## src/rtl/fir_pkg.sv

```systemverilog
// Shared FIR coefficient-loader types: FSM state encoding and default geometry.
package fir_pkg;

  localparam int DEF_NUM_TAPS = 16;
  localparam int DEF_ADDR_W   = 4;
  localparam int DEF_DATA_W   = 8;

  typedef enum logic [1:0] {
    IDLE  = 2'd0,
    FETCH = 2'd1,
    DRAIN = 2'd2
  } load_state_t;

endpackage

```

## src/rtl/coeff_loader_if.sv

```systemverilog
// Coefficient stream (valid/ready) carrying data and tap index.
interface coeff_loader_if
  import fir_pkg::*;
#(
  parameter int ADDR_W = DEF_ADDR_W,
  parameter int DATA_W = DEF_DATA_W
);

  logic              coef_valid;
  logic              coef_ready;
  logic [DATA_W-1:0] coef_data;
  logic [ADDR_W-1:0] coef_idx;

  modport master (output coef_valid, coef_data, coef_idx, input coef_ready);
  modport slave  (input coef_valid, coef_data, coef_idx, output coef_ready);

endinterface

```

## src/rtl/coeff_skid_buf.sv

```systemverilog
// Two-entry valid/ready buffer for ROM read returns; an arriving word bypasses
// straight to the output when the buffer is empty.
module coeff_skid_buf #(
  parameter int ADDR_W = 4,
  parameter int DATA_W = 8
) (
  input  logic              clka,
  input  logic              rsta,
  input  logic              in_valid,
  input  logic [DATA_W-1:0] in_data,
  input  logic [ADDR_W-1:0] in_idx,
  coeff_loader_if.master    stream,
  output logic [1:0]        count
);

  logic [DATA_W-1:0] data_q [2];
  logic [ADDR_W-1:0] idx_q  [2];
  logic              rd_ptr;
  logic              wr_ptr;
  logic              empty;
  logic              push_q;
  logic              pop_q;

  assign empty = (count == 2'd0);

  // Empty with nothing arriving shows zeros so idle/reset outputs are clean.
  assign stream.coef_valid = !empty || in_valid;
  assign stream.coef_data  = !empty ? data_q[rd_ptr] : (in_valid ? in_data : '0);
  assign stream.coef_idx   = !empty ? idx_q[rd_ptr]  : (in_valid ? in_idx  : '0);

  assign pop_q  = !empty && stream.coef_ready;
  assign push_q = in_valid && !(empty && stream.coef_ready);

  always_ff @(posedge clka) begin
    if (rsta) begin
      count  <= 2'd0;
      rd_ptr <= 1'b0;
      wr_ptr <= 1'b0;
      for (int i = 0; i < 2; i++) begin
        data_q[i] <= '0;
        idx_q[i]  <= '0;
      end
    end else begin
      if (push_q) begin
        data_q[wr_ptr] <= in_data;
        idx_q[wr_ptr]  <= in_idx;
        wr_ptr         <= ~wr_ptr;
      end
      if (pop_q) rd_ptr <= ~rd_ptr;
      count <= count + 2'(push_q) - 2'(pop_q);
    end
  end

endmodule

```

## src/rtl/coeff_loader.sv

```systemverilog
// Fetches NUM_TAPS coefficients from a 1-cycle-latency ROM and streams them out
// in index order. Optional running sum enabled by macro COEFF_LOADER_SUM_EN.
//
// state | meaning
// IDLE  | waiting for start
// FETCH | issuing ROM addresses 0..NUM_TAPS-1 as buffer space allows
// DRAIN | all addresses issued, waiting for last coefficient to be accepted
module coeff_loader
  import fir_pkg::*;
#(
  parameter int NUM_TAPS = DEF_NUM_TAPS,
  parameter int ADDR_W   = DEF_ADDR_W,
  parameter int DATA_W   = DEF_DATA_W
) (
  input  logic                     clka,
  input  logic                     rsta,
  input  logic                     start,
  output logic [ADDR_W-1:0]        addra,
  input  logic [DATA_W-1:0]        douta,
  coeff_loader_if.master           coef,
  output logic                     busy,
  output logic                     done,
  output logic [DATA_W+ADDR_W-1:0] coef_sum
);

  localparam logic [ADDR_W-1:0] LAST = ADDR_W'(NUM_TAPS - 1);

  load_state_t       state;
  load_state_t       state_nxt;
  logic [ADDR_W-1:0] nxt_addr;
  logic [ADDR_W-1:0] last_addr;
  logic              pend;
  logic [1:0]        buf_cnt;
  logic              start_acc;
  logic              issue;
  logic              xfer;
  logic              last_xfer;

  assign start_acc = start && (state == IDLE) && !done;
  // Occupancy plus in-flight read bounds the lookahead to two words.
  assign issue     = (state == FETCH) && ((buf_cnt + 2'(pend)) < 2'd2);
  assign addra     = issue ? nxt_addr : last_addr;
  assign xfer      = coef.coef_valid && coef.coef_ready;
  assign last_xfer = xfer && (state == DRAIN) && (coef.coef_idx == LAST);
  assign busy      = (state != IDLE) || done;

  always_comb begin
    state_nxt = state;
    case (state)
      IDLE:    if (start_acc) state_nxt = FETCH;
      FETCH:   if (issue && nxt_addr == LAST) state_nxt = DRAIN;
      DRAIN:   if (last_xfer) state_nxt = IDLE;
      default: state_nxt = IDLE;
    endcase
  end

  always_ff @(posedge clka) begin
    if (rsta) begin
      state     <= IDLE;
      nxt_addr  <= '0;
      last_addr <= '0;
      pend      <= 1'b0;
      done      <= 1'b0;
    end else begin
      state <= state_nxt;
      pend  <= issue;
      done  <= last_xfer;
      if (start_acc) begin
        nxt_addr <= '0;
      end else if (issue) begin
        last_addr <= nxt_addr;
        if (nxt_addr != LAST) nxt_addr <= nxt_addr + ADDR_W'(1);
      end
    end
  end

  // The word in flight always belongs to the most recently issued address.
  coeff_skid_buf #(
    .ADDR_W (ADDR_W),
    .DATA_W (DATA_W)
  ) u_skid (
    .clka     (clka),
    .rsta     (rsta),
    .in_valid (pend),
    .in_data  (douta),
    .in_idx   (last_addr),
    .stream   (coef),
    .count    (buf_cnt)
  );

`ifdef COEFF_LOADER_SUM_EN
  logic [DATA_W+ADDR_W-1:0] acc;
  logic [DATA_W+ADDR_W-1:0] data_ext;

  assign data_ext = {{ADDR_W{1'b0}}, coef.coef_data};

  always_ff @(posedge clka) begin
    if (rsta) begin
      acc      <= '0;
      coef_sum <= '0;
    end else begin
      if (start_acc)  acc <= '0;
      else if (xfer)  acc <= acc + data_ext;
      if (last_xfer) coef_sum <= acc + data_ext;
    end
  end
`else
  assign coef_sum = '0;
`endif

endmodule

```

## src/flat_wrapper.sv

```systemverilog
// flat-port wrapper written by rule: the top's interface ports become plain ports
module coeff_loader_flat import fir_pkg::*;
#(
  parameter int NUM_TAPS = DEF_NUM_TAPS,
  parameter int ADDR_W   = DEF_ADDR_W,
  parameter int DATA_W   = DEF_DATA_W
)
  (clka, rsta, start, addra, douta, busy, done, coef_sum, coef_coef_valid, coef_coef_data, coef_coef_idx, coef_coef_ready);
  coeff_loader_if #(.ADDR_W(ADDR_W), .DATA_W(DATA_W)) coef_i ();
  input  logic clka;
  input  logic rsta;
  input  logic start;
  output logic [ADDR_W-1:0] addra;
  input  logic [DATA_W-1:0] douta;
  output logic busy;
  output logic done;
  output logic [DATA_W+ADDR_W-1:0] coef_sum;
  output wire logic [$bits(coef_i.coef_valid)-1:0] coef_coef_valid;
  output wire logic [$bits(coef_i.coef_data)-1:0] coef_coef_data;
  output wire logic [$bits(coef_i.coef_idx)-1:0] coef_coef_idx;
  input wire logic [$bits(coef_i.coef_ready)-1:0] coef_coef_ready;
  assign coef_coef_valid = coef_i.coef_valid;
  assign coef_coef_data = coef_i.coef_data;
  assign coef_coef_idx = coef_i.coef_idx;
  assign coef_i.coef_ready = coef_coef_ready;
  coeff_loader #(.NUM_TAPS(NUM_TAPS), .ADDR_W(ADDR_W), .DATA_W(DATA_W)) u_core (.clka(clka), .rsta(rsta), .start(start), .addra(addra), .douta(douta), .coef(coef_i), .busy(busy), .done(done), .coef_sum(coef_sum));
endmodule
```

## config.mk

```make
export PLATFORM = sky130hd
export DESIGN_NAME = coeff_loader_flat
export DESIGN_NICKNAME = d
export VERILOG_FILES = /design/src/rtl/fir_pkg.sv /design/src/rtl/coeff_loader_if.sv /design/src/rtl/coeff_skid_buf.sv /design/src/rtl/coeff_loader.sv /design/src/flat_wrapper.sv
export SDC_FILE = /design/constraint.sdc
export NUM_CORES = 1
export LEC_CHECK = 0
export ABC_CLOCK_PERIOD_IN_PS = 2000
export BUFFER_PORTS_ARGS = -buffer_cell sky130_fd_sc_hd__buf_2
export CORE_MARGIN = 2
export CORE_UTILIZATION = 50
export CTS_BUF_LIST = sky130_fd_sc_hd__clkbuf_4
export CTS_CLUSTER_DIAMETER = 30
export DETAILED_ROUTE_END_ITERATION = 10
export PLACE_DENSITY = 0.71
export SETUP_SLACK_MARGIN = 0.02
export SYNTH_ARGS = -nofsm -noshare
export SYNTH_HDL_FRONTEND = slang
export SYNTH_SLANG_ARGS = --single-unit
```

## constraint.sdc

```tcl
create_clock -name clka -period 2 [get_ports clka]
set_input_delay 0 -clock clka [delete_from_list [all_inputs] [get_ports clka]]
set_output_delay 0 -clock clka [all_outputs]
set_load 0.05 [all_outputs]
```

==> results of run 1 <==
## area by class of cell
cell class	count	area, um2
sequential	41	1060
clock buffer	6	45.0
tap	50	62.6
multi-input combinational	135	896
inverter	5	18.8
fill	361	1520
clock inverter	2	10.0
timing repair buffer	52	357
## cell usage after synthesis (2+ instances only)
cell      number
buf_2          2
or3_1          2
a21oi_1        4
edfxtp_1      24
and3_1         3
nor2_1         9
nor2b_1        3
dfxtp_1       17
buf_4         12
mux2i_1       12
ha_1           3
nor3_1         3
clkbuf_1       6
nand2_1        2
or2_2          2
nand2b_1       3
inv_1          5
mux2_2         4
o21ai_0       12
nand3_1       14
xnor2_1        3
and2b_1        4
and2_1        24
xor2_1         2
## state kept, by name, summed over array words and instances (netlist names), named ones only
name	flops
u_core.nxt_addr	4
u_core.u_skid.idx_q	8
u_core.state	2
u_core.done	1
u_core.u_skid.wr_ptr	1
u_core.last_addr	4
u_core.u_skid.data_q	16
u_core.u_skid.count	2
u_core.u_skid.rd_ptr	1
u_core.pend	1
## kinds of logic (layout without fill, tap and decap cells)
logic type,Yosys count,in the layout,share of synthesized area [%]
AOI/OAI and AO/OA,24,24,7.06
xor gates and xnor gates,5,5,2.13
adders and majority gates,3,3,1.83
buffers and inverters,26,65,7.06
DFF,41,41,51.6
muxes,16,16,8.03
other,1,12,0.182
and+or+nand+nor,75,75,22.1
## where the power goes
part	total [mW]	internal [mW]	switching, mW
sequential	1.02	0.963	0.0534
clock	0.401	0.148	0.253
combinational	1.11	0.349	0.758
## routing by layer
layer  vias up  global-route usage, %  part of all wire, %
li1        744                      -                    -
met1       663                   21.9                   45
met2        32                   33.1                   50
met3         7                   3.29                  3.7
met4         0                   8.25                  1.6
met5         -                      0                    0
## final timing paths
path                                           from                      endpoint  slack [ns]
hold reg to reg   u_core.u_skid.rd_ptr$_SDFFE_PP0P_                      register        0.54
setup reg to reg    u_core.nxt_addr[0]$_SDFFE_PP0P_  u_core.state[0]$_SDFFE_PP0P_        0.13
setup / recovery  u_core.u_skid.count[1]$_SDFF_PP0_                      addra[3]        0.10
hold / removal                      coef_coef_ready  u_core.state[1]$_SDFFE_PP0P_        0.07
## stage by stage
step	utilization [%]	hold WS [ns]	cells	power (mW)
floorplan	-	0.160	202	1.88
global placement	56.3	0.280	268	2.09
detailed placement	56.3	0.282	268	2.11
CTS	61.0	0.0547	290	2.54
global route	61.7	0.0984	291	2.68
finish	61.7	0.0689	291	2.52
## tightest hold or removal path, stage by stage
cell	delay, ns
buf_2	0.10
inv_1	0.09
a311oi_1	0.07
o22ai_1	0.11
## repair_timing
action	in CTS	in global routing
endpoints found under the hold margin	22	0
pin swaps	1	0
resized for setup	0	10
endpoints found under the setup margin	4	17
buffers inserted	3	1
hold buffers	11	0
==> key figures, run 1 <==
Place
  • Post-DP HPWL: 2570 um
  • Routability cong.: 0.717
  • DP Area: 2240 um2
  • Port bufs: 30
  • DP Worst Slack: 0.199 ns

Yosys
  • Synth top area cells: edfxtp_1, dfxtp_1, and2_1
  • Synthesized netlist cell count: 191
  • Synth warn: 0
  • Post-synth EDFFs: 24
  • Synthesized cell area: 2060 um2
  • Flops & latches, synth: 41
  • Post-synthesis cell type count: 40
  • Most area-hungry cell type in the Yosys netlist: edfxtp_1
  • Ys async rst share: 0%
  • Register area share after synthesis: 51.6%
  • Top_reg_cell synth: edfxtp_1
  • Post-synth top area share: 35.1%
  • Syn Area/Cell: 10.8 um2

GRT
  • Total GRT Usage: 18.6%
  • Initial antenna violation count: 0
  • GR Overflow Total: 0
  • Largest net degree at the start of global routing: 25
  • Vias in the first global route: 1429
  • First-pass GRT wire length: 6310 um

Drt
  • Residual DRC: 0
  • DR WL/cell: 13.1 um
  • DRT Pass-1 Iters: 4
  • Via/cell ratio: 4.97
  • Post-route ant nets: 0
  • Iter 0 DRT Violations: 62
  • Via count: 1446
  • WL final: 3800 um

Final layout
  • Layout cells sized above 1: 25.3%
  • Most frequent cells in the layout: buf_2, and2_1, edfxtp_1
  • Final nets: 255
  • Area Growth Syn to Fin: 19.2%
  • Design Area, Final: 2450 um2
  • Most common cell after layout, fill and taps aside: buf_2
  • Diode count: 0

STA
  • Setup TNS: 0 ns
  • Slew Limit Fails: 0
  • Setup-failing EPs final: 0
  • Worst Max-Slew Pin Slew: 1.06 ns
  • RSZ-0062 raised after global routing: yes
  • Period utilization: 94.9%
  • Worst Skew: 0.0103 ns
  • Tmin final: 1.90 ns
  • Fmax: 527 MHz
  • Final Hold Vio Count: 0
  • Worst slew margin: 29.5%
  • Post-route setup slack: 0.102 ns

Die
  • Initial Utilization: 51.8%
  • Core area: 3970 um2
  • Die Wd: 68.1 um
  • Chip Height: 68.1 um
  • IO Count: 43
  • Std cell rows: 23
  • Die Footprint: 4640 um2

Min path
  • Hold Crit Class: in2reg
  • WHS Path Cells: 4

Setup path
  • CP max stage delay: 0.35 ns
  • CP most frequent cell: buf_4
  • CP max-delay cell: mux2_2
  • CP Capture Type: primary output
  • Worst-case reg-to-reg path depth: 5
  • CP Launch Type: register
  • Crit path buf inv count: 3
  • WS Path Type: reg2out
  • Worst path required time: 2.00 ns
  • Maximum fanout along the worst path: 7
  • WP data arrival: 1.90 ns
  • Critical Path Stages: 6
  • Critical path, cell by cell: buf_4 > a21boi_2 > nor3_4 > buf_6 > mux2_2 > buf_4
  • Cell family with the largest share of critical-path delay: buffers and inverters

Run status
  • Run status: finished, final reports clean

Clock tree
  • Clock Pin Slew Worst Setup and Hold Paths: 0.10 ns
  • H-Tree Depth: 2
  • Clock sink count: 41
  • CTS Buf Count: 5
  • CTS Buffer Depth: 2
  • Clk_lat worst skew: 0.35 ns
  • CTS tree: done
  • Root buffer cell: clkbuf_4

Power
  • Worst vdd ir: 0.678 mV
  • Power Density: 1030 nW/um2
  • Leakage power: 1.06 nW

Job
  • Max Cap Viol: 0
Power figures use the tool's default switching activity.
==> run 2, diff against run 1 <==
--- a/config.mk
+++ b/config.mk
@@ -6,7 +6,7 @@
 export NUM_CORES = 1
 export LEC_CHECK = 0
 export ABC_CLOCK_PERIOD_IN_PS = 2000
-export BUFFER_PORTS_ARGS = -buffer_cell sky130_fd_sc_hd__buf_2
+export BUFFER_PORTS_ARGS = -buffer_cell sky130_fd_sc_hd__clkbuf_2
 export CORE_MARGIN = 2
 export CORE_UTILIZATION = 50
 export CTS_BUF_LIST = sky130_fd_sc_hd__clkbuf_4
==> run 2 against run 1 <==
Via count up 0.83%. Critical endpoint unchanged. Maximum frequency down 1.2%. Non-clock buffer count down 4. Cell area down 0.72%. Total power up 4.8%. Flip-flop and latch count unchanged. First-iteration DRC count up 65%.
==> key figures, run 2 (same netlist as run 1, synthesis figures left out) <==
GRT
  • GR Overflow Total: 0
  • Vias in the first global route: 1377
  • Largest net degree at the start of global routing: 25
  • Total GRT Usage: 18.5%
  • First-pass GRT wire length: 6190 um
  • Initial antenna violation count: 0

Clock tree
  • CTS Buffer Depth: 2
  • Clock sink count: 41
  • Root buffer cell: clkbuf_4
  • Clock Pin Slew Worst Setup and Hold Paths: 0.11 ns
  • CTS tree: done
  • H-Tree Depth: 2
  • CTS Buf Count: 5
  • Clk_lat worst skew: 0.35 ns

Final layout
  • Core Util, Final: 61.2%
  • Reg area: 1060 um2
  • Biggest regs: u_core.u_skid.data_q x16, u_core.u_skid.idx_q x8
  • Max reg flops: 16
  • Most frequent cells in the layout: clkbuf_2, and2_1, edfxtp_1
  • Most common cell after layout, fill and taps aside: clkbuf_2
  • Layout cells sized above 1: 24.5%
  • Multi-input gate area: 896 um2
  • Area Growth Syn to Fin: 18.3%
  • Fillcell total: 355
  • Final cell count without fillers: 287
  • Final nets: 251
  • Design Area, Final: 2430 um2
  • Top reg by flops: u_core.u_skid.data_q
  • Diode count: 0

Die
  • Die Wd: 68.1 um
  • IO Count: 43
  • Die Footprint: 4640 um2
  • Std cell rows: 23
  • Core area: 3970 um2
  • Initial Utilization: 51.8%
  • Chip Height: 68.1 um

STA
  • Worst Skew: 0.0121 ns
  • Post-route setup slack: 0.0795 ns
  • Period utilization: 96.0%
  • Final Hold Vio Count: 0
  • Setup TNS: 0 ns
  • Setup-failing EPs final: 0
  • Tmin final: 1.92 ns
  • Hold_ws: 0.0323 ns
  • Worst Max-Slew Pin Slew: 1.06 ns
  • Slew Limit Fails: 0
  • RSZ-0062 raised after global routing: yes
  • Worst slew margin: 29.0%
  • Fmax: 521 MHz

Drt
  • Residual DRC: 0
  • Via count: 1458
  • DR WL/cell: 13.2 um
  • DRT Pass-1 Iters: 4
  • Iter 0 DRT Violations: 102
  • Via/cell ratio: 5.08
  • Post-route ant nets: 0
  • WL final: 3800 um

Job
  • Max Cap Viol: 0

Setup path
  • CP Capture Type: primary output
  • Worst path required time: 2.00 ns
  • R2r startpoint: u_core.pend$_SDFF_PP0_
  • WP data arrival: 1.92 ns
  • Worst-case reg-to-reg path depth: 2
  • Reg-to-Reg End: u_core.u_skid.data_q[0][5]$_SDFFCE_PN0P_
  • Flop-to-flop setup slack: 0.23 ns
  • WS Path Type: reg2out
  • Maximum fanout along the worst path: 6
  • CP Launch Type: register

Power
  • Power Density: 1090 nW/um2
  • Leakage power: 1.03 nW
  • Total power: 2.65 mW
  • Worst vdd ir: 0.623 mV

Place
  • DP Worst Slack: 0.197 ns
  • Cells after DPL: 268
  • Post-DP HPWL: 2590 um
  • Routability cong.: 0.745
  • Port bufs: 30
  • DP Area: 2240 um2

Min path
  • WHS Path Cells: 2
  • Hold Path Sink: u_core.state[0]$_SDFFE_PP0P_
  • Hold Crit Class: in2reg
  • Hold_sp: rsta

Run status
  • Run status: finished, final reports clean
run 2: layout make-up:
cell class,instances,share of cell area (%)
Sequential cell,41,43.6
Multi-Input combinational cell,135,36.8
Timing Repair Buffer,48,13.0
Tap cell,50,2.57
Clock buffer,6,1.85
Clock inverter,2,1.39
Inverter,5,0.772
run 2: critical path: stages (launching register included):
cell and delay (ns):
dfxtp_1 0.32, buf_4 0.14, a21boi_2 0.18, nor3_4 0.33, mux2_2 0.39, buf_2 0.21
run 2: worst max path at each step:
stage | startpoint | endpoint | slack, ns | cells after the start
after floorplan | register | coef_coef_data[0] | 0.05 | 4
after global placement | u_core.pend$_SDFF_PP0_ | u_core.u_skid.data_q[0][5]$_SDFFCE_PN0P_ | 0.27 | 2
after detailed placement | u_core.pend$_SDFF_PP0_ | u_core.u_skid.data_q[0][6]$_SDFFCE_PN0P_ | 0.20 | 4
after CTS | u_core.u_skid.count[1]$_SDFF_PP0_ | addra[1] | 0.02 | 5
after global routing | u_core.u_skid.count[1]$_SDFF_PP0_ | addra[3] | -0.009 | 5
final | u_core.u_skid.count[1]$_SDFF_PP0_ | addra[3] | 0.08 | 5
run 2: layer usage:
metal | wire length (um) | vias up | track usage (%)
met5 | 0 | - | 0
li1 | - | 731 | -
met4 | 55 | 0 | 7.50
met1 | 1690 | 686 | 21.9
met3 | 193 | 5 | 4.77
met2 | 1860 | 36 | 31.8
run 2: what timing repair did:
action	CTS	global route
hold buffers	9	0
endpoints found under the hold margin	17	0
setup endpoints to repair	4	16
pin swaps	1	0
gates resized for setup	0	11
buffers inserted	2	0
run 2: power by group:
| group | switching [mW] | internal [mW] |
|---|---|---|
| logic | 0.755 | 0.329 |
| clock network | 0.270 | 0.274 |
| registers | 0.0538 | 0.963 |
